--- src/rtl/regfile_pkg.sv ---
// Shared types and constants for the register-file writeback arbiter.
// Holds the register/data widths, the FSM state type and the FIFO entry layout.
package regfile_pkg;

    localparam int REG_W  = 5;
    localparam int DATA_W = 32;
    localparam logic [REG_W-1:0] REG_ZERO = 5'd0;

    typedef enum logic [1:0] {
        ST_IDLE = 2'd0,
        ST_ARB  = 2'd1,
        ST_INIT = 2'd2
    } state_t;

    typedef struct packed {
        logic [REG_W-1:0]  wreg;
        logic [DATA_W-1:0] data;
    } wb_entry_t;

endpackage

--- src/rtl/wb_fifo.sv ---
// Small synchronous FIFO for one writeback source.
// Also reports whether any live entry targets either decode read address.
module wb_fifo
    import regfile_pkg::*;
#(
    parameter int DEPTH = 2,
    localparam int AW   = (DEPTH > 1) ? $clog2(DEPTH) : 1
) (
    input  logic             clock_in,
    input  logic             reset,
    input  logic             i_push,
    input  wb_entry_t        i_entry,
    input  logic             i_pop,
    output wb_entry_t        o_head,
    output logic             o_full,
    output logic             o_empty,
    output logic [AW:0]      o_count,
    input  logic [REG_W-1:0] i_rs_addr,
    input  logic [REG_W-1:0] i_rt_addr,
    output logic             o_rs_match,
    output logic             o_rt_match
);

    logic [AW-1:0]   r_wr_ptr;
    logic [AW-1:0]   r_rd_ptr;
    logic [AW:0]     r_count;
    wb_entry_t       r_mem [DEPTH];

    logic            w_push_ok;
    logic            w_pop_ok;
    logic [DEPTH-1:0] w_live;
    logic [DEPTH-1:0] w_rs_hit;
    logic [DEPTH-1:0] w_rt_hit;

    assign o_full    = (r_count == (AW+1)'(DEPTH));
    assign o_empty   = (r_count == {(AW+1){1'b0}});
    assign o_count   = r_count;
    assign o_head    = r_mem[r_rd_ptr];
    assign w_push_ok = i_push && !o_full;
    assign w_pop_ok  = i_pop && !o_empty;

    // Pointer and occupancy bookkeeping.
    always_ff @(posedge clock_in or posedge reset) begin
        if (reset) begin
            r_wr_ptr <= {AW{1'b0}};
            r_rd_ptr <= {AW{1'b0}};
            r_count  <= {(AW+1){1'b0}};
        end else begin
            if (w_push_ok) begin
                r_wr_ptr <= r_wr_ptr + {{(AW-1){1'b0}}, 1'b1};
            end
            if (w_pop_ok) begin
                r_rd_ptr <= r_rd_ptr + {{(AW-1){1'b0}}, 1'b1};
            end
            case ({w_push_ok, w_pop_ok})
                2'b10:   r_count <= r_count + {{AW{1'b0}}, 1'b1};
                2'b01:   r_count <= r_count - {{AW{1'b0}}, 1'b1};
                default: r_count <= r_count;
            endcase
        end
    end

    // Entry storage; contents are don't-care until covered by the occupancy count.
    always_ff @(posedge clock_in) begin
        if (w_push_ok) begin
            r_mem[r_wr_ptr] <= i_entry;
        end
    end

    // A slot is live when its distance from the read pointer is below the count.
    always_comb begin
        w_live   = {DEPTH{1'b0}};
        w_rs_hit = {DEPTH{1'b0}};
        w_rt_hit = {DEPTH{1'b0}};
        for (int i = 0; i < DEPTH; i++) begin
            w_live[i]   = ({1'b0, AW'(i) - r_rd_ptr} < r_count);
            w_rs_hit[i] = (r_mem[i].wreg == i_rs_addr);
            w_rt_hit[i] = (r_mem[i].wreg == i_rt_addr);
        end
    end

    assign o_rs_match = |(w_live & w_rs_hit);
    assign o_rt_match = |(w_live & w_rt_hit);

endmodule

--- src/rtl/regfile_wb_arbiter.sv ---
// Shares the register file write port between ALU and load writebacks,
// with a round-robin drain, an upper-bank clear sweep and a decode hazard flag.
module regfile_wb_arbiter
    import regfile_pkg::*;
#(
    parameter int                DEPTH      = 2,
    parameter int                INIT_FIRST = 16,
    parameter int                INIT_LAST  = 31,
    parameter logic [DATA_W-1:0] INIT_VALUE = 32'h00000000,
    localparam int               AW         = (DEPTH > 1) ? $clog2(DEPTH) : 1
) (
    input  logic              clock_in,
    input  logic              reset,
    input  logic              alu_valid,
    output logic              alu_ready,
    input  logic [REG_W-1:0]  alu_reg,
    input  logic [DATA_W-1:0] alu_data,
    input  logic              mem_valid,
    output logic              mem_ready,
    input  logic [REG_W-1:0]  mem_reg,
    input  logic [DATA_W-1:0] mem_data,
    input  logic              init_start,
    output logic              init_busy,
    input  logic [REG_W-1:0]  rs_addr,
    input  logic [REG_W-1:0]  rt_addr,
    output logic              hazard,
    output logic              regWrite,
    output logic [REG_W-1:0]  writeReg,
    output logic [DATA_W-1:0] writeData,
    output logic              grant_id
);

    state_t            r_state;
    logic              r_rr_last;
    logic [REG_W-1:0]  r_init_cnt;
    logic              r_regWrite;
    logic [REG_W-1:0]  r_writeReg;
    logic [DATA_W-1:0] r_writeData;
    logic              r_grant_id;
    logic              r_init_busy;

    state_t            w_state_nxt;
    logic              w_rr_nxt;
    logic [REG_W-1:0]  w_cnt_nxt;
    logic              w_we_nxt;
    logic [REG_W-1:0]  w_reg_nxt;
    logic [DATA_W-1:0] w_data_nxt;
    logic              w_gid_nxt;

    wb_entry_t         w_alu_head;
    wb_entry_t         w_mem_head;
    wb_entry_t         w_head;
    logic              w_alu_full,  w_mem_full;
    logic              w_alu_empty, w_mem_empty;
    logic [AW:0]       w_alu_count, w_mem_count;
    logic              w_alu_rs_m,  w_alu_rt_m;
    logic              w_mem_rs_m,  w_mem_rt_m;
    logic              w_alu_push,  w_mem_push;
    logic              w_pop_alu,   w_pop_mem;
    logic              w_arb_go;
    logic              w_grant;
    logic              w_any_left;
    logic              w_rs_haz,    w_rt_haz;

    assign alu_ready  = !w_alu_full;
    assign mem_ready  = !w_mem_full;
    assign w_alu_push = alu_valid && alu_ready;
    assign w_mem_push = mem_valid && mem_ready;

    wb_fifo #(.DEPTH(DEPTH)) u_alu_fifo (
        .clock_in   (clock_in),
        .reset      (reset),
        .i_push     (w_alu_push),
        .i_entry    ({alu_reg, alu_data}),
        .i_pop      (w_pop_alu),
        .o_head     (w_alu_head),
        .o_full     (w_alu_full),
        .o_empty    (w_alu_empty),
        .o_count    (w_alu_count),
        .i_rs_addr  (rs_addr),
        .i_rt_addr  (rt_addr),
        .o_rs_match (w_alu_rs_m),
        .o_rt_match (w_alu_rt_m)
    );

    wb_fifo #(.DEPTH(DEPTH)) u_mem_fifo (
        .clock_in   (clock_in),
        .reset      (reset),
        .i_push     (w_mem_push),
        .i_entry    ({mem_reg, mem_data}),
        .i_pop      (w_pop_mem),
        .o_head     (w_mem_head),
        .o_full     (w_mem_full),
        .o_empty    (w_mem_empty),
        .o_count    (w_mem_count),
        .i_rs_addr  (rs_addr),
        .i_rt_addr  (rt_addr),
        .o_rs_match (w_mem_rs_m),
        .o_rt_match (w_mem_rt_m)
    );

    // A pop happens only outside the sweep and never on the edge that starts one.
    assign w_arb_go = (r_state != ST_INIT) && !init_start && (!w_alu_empty || !w_mem_empty);

    // Round-robin pick: 0 = ALU, 1 = MEM; the pointer only moves on contention.
    always_comb begin
        w_grant  = 1'b0;
        w_rr_nxt = r_rr_last;
        if (!w_alu_empty && !w_mem_empty) begin
            w_grant  = ~r_rr_last;
            w_rr_nxt = w_arb_go ? ~r_rr_last : r_rr_last;
        end else begin
            w_grant  = w_alu_empty;
        end
    end

    assign w_pop_alu  = w_arb_go && !w_grant;
    assign w_pop_mem  = w_arb_go && w_grant;
    assign w_head     = w_grant ? w_mem_head : w_alu_head;
    assign w_any_left = w_alu_push || w_mem_push
                     || (w_alu_count > {{AW{1'b0}}, w_pop_alu})
                     || (w_mem_count > {{AW{1'b0}}, w_pop_mem});

    // Next state and next write-port contents.
    always_comb begin
        w_state_nxt = r_state;
        w_cnt_nxt   = r_init_cnt;
        w_we_nxt    = 1'b0;
        w_reg_nxt   = r_writeReg;
        w_data_nxt  = r_writeData;
        w_gid_nxt   = r_grant_id;
        case (r_state)
            ST_IDLE, ST_ARB: begin
                if (init_start) begin
                    w_state_nxt = ST_INIT;
                    w_cnt_nxt   = REG_W'(INIT_FIRST);
                    w_gid_nxt   = 1'b0;
                end else if (w_arb_go) begin
                    w_state_nxt = w_any_left ? ST_ARB : ST_IDLE;
                    w_we_nxt    = (w_head.wreg != REG_ZERO);
                    w_reg_nxt   = w_head.wreg;
                    w_data_nxt  = w_head.data;
                    w_gid_nxt   = w_grant;
                end else begin
                    w_state_nxt = ST_IDLE;
                end
            end
            ST_INIT: begin
                w_we_nxt   = (r_init_cnt != REG_ZERO);
                w_reg_nxt  = r_init_cnt;
                w_data_nxt = INIT_VALUE;
                w_gid_nxt  = 1'b0;
                if (r_init_cnt == REG_W'(INIT_LAST)) begin
                    w_state_nxt = w_any_left ? ST_ARB : ST_IDLE;
                end else begin
                    w_cnt_nxt   = r_init_cnt + 5'd1;
                end
            end
            default: begin
                w_state_nxt = ST_IDLE;
            end
        endcase
    end

    // State, arbitration pointer, sweep counter and write-port registers.
    always_ff @(posedge clock_in or posedge reset) begin
        if (reset) begin
            r_state     <= ST_IDLE;
            r_rr_last   <= 1'b1;
            r_init_cnt  <= REG_ZERO;
            r_regWrite  <= 1'b0;
            r_writeReg  <= REG_ZERO;
            r_writeData <= 32'h00000000;
            r_grant_id  <= 1'b0;
            r_init_busy <= 1'b0;
        end else begin
            r_state     <= w_state_nxt;
            r_rr_last   <= w_rr_nxt;
            r_init_cnt  <= w_cnt_nxt;
            r_regWrite  <= w_we_nxt;
            r_writeReg  <= w_reg_nxt;
            r_writeData <= w_data_nxt;
            r_grant_id  <= w_gid_nxt;
            r_init_busy <= (w_state_nxt == ST_INIT);
        end
    end

    // Registers from the sweep counter up to INIT_LAST are still stale while busy.
    assign w_rs_haz = (rs_addr != REG_ZERO) && (w_alu_rs_m || w_mem_rs_m
                   || (r_regWrite && (r_writeReg == rs_addr))
                   || (r_init_busy && (rs_addr >= r_init_cnt) && (rs_addr <= REG_W'(INIT_LAST))));
    assign w_rt_haz = (rt_addr != REG_ZERO) && (w_alu_rt_m || w_mem_rt_m
                   || (r_regWrite && (r_writeReg == rt_addr))
                   || (r_init_busy && (rt_addr >= r_init_cnt) && (rt_addr <= REG_W'(INIT_LAST))));

    assign hazard    = w_rs_haz || w_rt_haz;
    assign regWrite  = r_regWrite;
    assign writeReg  = r_writeReg;
    assign writeData = r_writeData;
    assign grant_id  = r_grant_id;
    assign init_busy = r_init_busy;

endmodule

--- config.mk ---
export PLATFORM = sky130hd
export DESIGN_NAME = regfile_wb_arbiter
export DESIGN_NICKNAME = d
export VERILOG_FILES = /design/src/rtl/regfile_pkg.sv /design/src/rtl/wb_fifo.sv /design/src/rtl/regfile_wb_arbiter.sv
export SDC_FILE = /design/constraint.sdc
export NUM_CORES = 1
export LEC_CHECK = 0
export BUFFER_PORTS_ARGS = -buffer_cell sky130_fd_sc_hd__buf_4
export CAP_MARGIN = 0
export CORE_UTILIZATION = 45
export CTS_BUF_LIST = sky130_fd_sc_hd__clkbuf_8
export CTS_CLUSTER_SIZE = 28
export DETAILED_ROUTE_END_ITERATION = 12
export GPL_TIMING_DRIVEN = 0
export HOLD_SLACK_MARGIN = 0.05
export PLACE_DENSITY = 0.65
export SETUP_SLACK_MARGIN = 0.02
export SYNTH_ARGS = -nofsm -noshare
export SYNTH_HDL_FRONTEND = slang
export SYNTH_SLANG_ARGS = --single-unit
export TNS_END_PERCENT = 5
--- constraint.sdc ---
create_clock -name clock_in -period 5.8 [get_ports clock_in]
set_clock_uncertainty 0.15 [all_clocks]
set_input_delay 0.87 -clock clock_in [delete_from_list [all_inputs] [get_ports clock_in]]
set_output_delay 0.87 -clock clock_in [all_outputs]
set_load 0.1 [all_outputs]
==> results by group <==
STA
  • Highest Clock Rate: between 0.2 and 0.3 GHz
  • Worst-Margin Slew: between 0.7 and 0.8 ns
  • Unrepaired setup endpoints after global routing: no
  • Hold violation total from the final report: 0
  • Final Setup Violations: 0
  • Slew HR: between 40% and 50%
  • Total Neg Setup Slack: 0 ns
  • Final Slew Violations: 0
  • Shortest period the worst path allows: roughly 3.6 ns
  • Final period util: just over 60%
  • Post-layout worst setup margin: 2.20 ns

Layout
  • Share of layout cells above drive strength 1: roughly 30%
  • Inserted Diodes: 0
  • Layout-stage area growth over the synthesis result: 23.1%
  • Most common cell after layout, fill and taps aside: sky130_fd_sc_hd__edfxtp_1
  • Nets: approximately 930
  • Leading cell types in the layout, fill and taps excluded: sky130_fd_sc_hd__edfxtp_1 (148), sky130_fd_sc_hd__buf_4 (140), sky130_fd_sc_hd__o21ai_0 (57), sky130_fd_sc_hd__dfrtp_1 (55), sky130_fd_sc_hd__nand3_1 (41)
  • Fill cell instance count of the final layout: around 1700
  • Non-filler instance count after layout: 1118

Pwr
  • Clk network pwr share: around a fifth
  • Largest vdd supply drop: 0.350 mV
  • Net Sw Power: 2.85 mW
  • Part of the total power dissipated in combinational logic: between 40% and 50%
  • Leakage power total: roughly 4.5 nW
  • Internal Power: between 3 and 4 mW
  • Proportion of total power due to net switching: 44.8%
  • Design Power: between 6 and 7 mW
  • Sequential cell fraction of total power: 35.4%
  • Ratio of total power to cell area: between 500 and 600 nW/um2

Worst setup path
  • Standard cell with the maximum stage delay on the critical path: sky130_fd_sc_hd__ha_1
  • Startpoint-to-endpoint class of the critical path: input pin to output port
  • Bufs and invs on worst path: 3
  • Type of element launching the critical path: input pin
  • Cell type group with the largest total delay on the critical path: buffers and inverters
  • CP max FO: 7
  • Data arrival time of the critical path: ~2.6 ns
  • Worst setup EP type: output port
  • Required time at the endpoint of the critical path: ~4.8 ns
  • Crit path cell chain: buf_2 > inv_1 > ha_1 > nand2b_1 > a211oi_1 > o22ai_1 > nor3_1 > o22ai_2 > buf_4
  • Slowest stage delay, CP: 0.28 ns

Yosys
  • Most used flip-flop cell after synthesis: sky130_fd_sc_hd__edfxtp_1
  • Cell area after synthesis: 8970 um2
  • Synthesized area divided by synthesized cell count: approximately 14 um2
  • Flip-flop and latch count after synthesis: approximately 200
  • Synthesized net count: 760
  • Synth cell types: 45
  • Number of standard cells after synthesis: between 600 and 700
  • Number of warnings printed during yosys synthesis: 0
  • Share of flip-flops with an asynchronous set or reset after synthesis: 27.5%
  • Number of enable-type register cells in the synthesized netlist: 148
  • Register area share after synthesis: about two thirds

Placement
  • Count of buffers from port buffering: between 100 and 150
  • Post-Place Worst Slack: ~2.2 ns
  • Routability congestion estimate from global placement: 0.842
  • Post-DP HPWL: around 16000 um
  • Number of placed instances with taps included: roughly 1100

CTS
  • CTS Sinks: 204
  • Clock buffers created by TritonCTS: 36
  • Clock insertion delay at the later pin of the skew report: roughly 0.52 ns
  • Post-CTS Hold Buffers: 0
  • Library cell used as clock root buffer: sky130_fd_sc_hd__clkbuf_8
  • # H-tree levels: 2
  • Clock transition time at the flip-flop clock pins of the worst setup and hold paths: about 0.06 ns
  • Number of setup buffers added after CTS: 0
  • Max Buffers Root-to-Sink: 3
  • Resize count post-CTS: 0
  • TritonCTS clock tree: done

Outcome
  • Run status: completed

Flow run
  • Number of maximum-capacitance violations: 0

Route
  • Number of vias in the routed layout: just under 6000
  • Number of routed nets with antenna violations: 0
  • Post-DR wirelength/cell: a little under 20 um
  • Final routed DRC violation total: 0
  • Total iterations of the first detailed-routing run: 4
  • Iteration-0 DRC Markers: 298
  • Post-detailed-route via-to-cell ratio: 5.27
  • Total Routed Length: roughly 22000 um

Die
  • Die extent in x: roughly 140 um
  • Height of the die: about 140 um
  • DIE AREA: approximately 21000 um2
  • Core region area: between 15000 and 20000 um2
  • Effective utilization at floorplan: between 40 and 50%
  • # IOs: around 130
  • Cell row count: between 50 and 60

Global routing
  • All-Layer GR Usage: 22.4%
  • Initial antenna violation count: 0
  • Via count of the first global-routing pass: 6256
  • Maximum number of pins on one net before global-route repair: 38
  • Global-route wire length before repair: between 30000 and 40000 um
  • Total congestion overflow after global routing: 0

Worst hold path
  • Worst min-delay path category: flip-flop to flip-flop
-- Yosys cell counts, types with 4 or more instances --
| master | instances | area share, % |
|---|---|---|
| sky130_fd_sc_hd__mux2i_1 | 37 | 4.1 |
| sky130_fd_sc_hd__nor3_1 | 4 | 0.22 |
| sky130_fd_sc_hd__nand2_1 | 27 | 1.1 |
| sky130_fd_sc_hd__buf_2 | 19 | 1.1 |
| sky130_fd_sc_hd__nor2_1 | 32 | 1.3 |
| sky130_fd_sc_hd__clkbuf_1 | 9 | 0.38 |
| sky130_fd_sc_hd__nor4_1 | 10 | 0.70 |
| sky130_fd_sc_hd__o21ai_0 | 57 | 3.2 |
| sky130_fd_sc_hd__nand4_1 | 4 | 0.28 |
| sky130_fd_sc_hd__a21oi_1 | 25 | 1.4 |
| sky130_fd_sc_hd__and3_1 | 4 | 0.28 |
| sky130_fd_sc_hd__xnor2_1 | 25 | 2.4 |
| sky130_fd_sc_hd__ha_1 | 17 | 2.4 |
| sky130_fd_sc_hd__mux2_2 | 36 | 4.5 |
| sky130_fd_sc_hd__o211ai_1 | 5 | 0.42 |
| sky130_fd_sc_hd__xor2_1 | 38 | 3.7 |
| sky130_fd_sc_hd__buf_4 | 11 | 0.92 |
| sky130_fd_sc_hd__inv_1 | 12 | 0.50 |
| sky130_fd_sc_hd__dfrtp_1 | 55 | 15 |
| sky130_fd_sc_hd__edfxtp_1 | 148 | 50 |
| sky130_fd_sc_hd__a22oi_1 | 4 | 0.33 |
| sky130_fd_sc_hd__nand3_1 | 41 | 2.3 |
-- stage by stage --
stage | cell area [um2] | util, % | hold slack [ns]
after detailed placement | 10400 | 53.2 | 0.323
after floorplan | 8970 | - | 0.300
final | 11000 | 56.5 | 0.332
after global routing | 11000 | 56.5 | 0.339
after CTS | 11000 | 56.5 | 0.331
after global placement | 10300 | 52.6 | 0.314
-- layer usage --
layer / GRT usage (%) / wire length (um) / up-vias
li1: - / - / 2751
met1: 28.0 / 9170 / 2912
met5: 0 / 0 / -
met3: 4.49 / 1270 / 41
met2: 38.4 / 11100 / 185
met4: 8.09 / 465 / 0
-- flip-flops by register name, summed over array words and instances (netlist names) --
signal	count
u_alu_fifo.r_mem	74
r_rr_last	1
grant_id	1
u_mem_fifo.r_wr_ptr	1
r_state	2
u_mem_fifo.o_count	2
u_alu_fifo.r_rd_ptr	1
u_mem_fifo.r_mem	74
r_init_cnt	5
writeData	32
u_mem_fifo.r_rd_ptr	1
regWrite	1
writeReg	5
init_busy	1
u_alu_fifo.r_wr_ptr	1
u_alu_fifo.o_count	2
-- kinds of logic after synthesis --
family | share of synthesized area (%)
multiplexers | 8.65
flip-flops | 65.2
AND/OR/NAND/NOR | 7.68
adder cells (fa/ha/maj) | 2.37
AO/OA/AOI/OAI | 6.90
buffers and inverters | 3.07
XOR/XNOR | 6.15
-- power by group through the flow --
stage / Combinational (mW) / Clock (mW) / Sequential [mW]
floorplan: 1.40 / 0 / 2.96
global placement: 2.82 / 0 / 2.28
detailed placement: 2.94 / 0 / 2.27
CTS: 2.94 / 1.22 / 2.25
global route: 3.13 / 1.30 / 2.29
finish: 2.92 / 1.19 / 2.25
-- area by class of cell --
| class | count | area [um2] | area share [%] |
|---|---|---|---|
| inverters | 12 | 45.0 | 0.408 |
| flip-flops and latches | 204 | 5850 | 53.0 |
| repair buffers | 134 | 1080 | 9.75 |
| clock buffers | 38 | 523 | 4.74 |
| well taps | 265 | 332 | 3.00 |
| multi-input cells | 396 | 2870 | 26.0 |
| plain buffers | 42 | 230 | 2.08 |
| clock inverters | 27 | 123 | 1.11 |
-- worst register-to-register path, cell delays in order, from the launching register on --
cell	delay, ns
sky130_fd_sc_hd__dfrtp_1	0.36
sky130_fd_sc_hd__buf_2	0.18
sky130_fd_sc_hd__nor2_4	0.20
sky130_fd_sc_hd__o22ai_4	0.13
sky130_fd_sc_hd__buf_4	0.19
sky130_fd_sc_hd__buf_4	0.18
sky130_fd_sc_hd__and4bb_2	0.23
sky130_fd_sc_hd__ha_1	0.28
sky130_fd_sc_hd__nor2_1	0.05
sky130_fd_sc_hd__nor4_1	0.20
sky130_fd_sc_hd__a32o_1	0.21
sky130_fd_sc_hd__a21oi_1	0.04
-- final timing paths --
| check | startpoint | end | slack [ns] | cells after the start |
|---|---|---|---|---|
| setup / recovery | rs_addr[0] | hazard | 2.20 | 9 |
| max in group asynchronous | reset | writeData[5] | 4.55 | 3 |
| hold / removal | r_state[0] | r_state[0] | 0.33 | 1 |
| min in group asynchronous | reset | u_alu_fifo.o_count[0] | 0.35 | 2 |
| hold reg to reg | r_state[0] | r_state[0] | 0.33 | 1 |
| setup reg to reg | u_mem_fifo.o_count[1] | r_state[0] | 3.28 | 11 |
No activity file was read; power rests on OpenSTA's default activity.
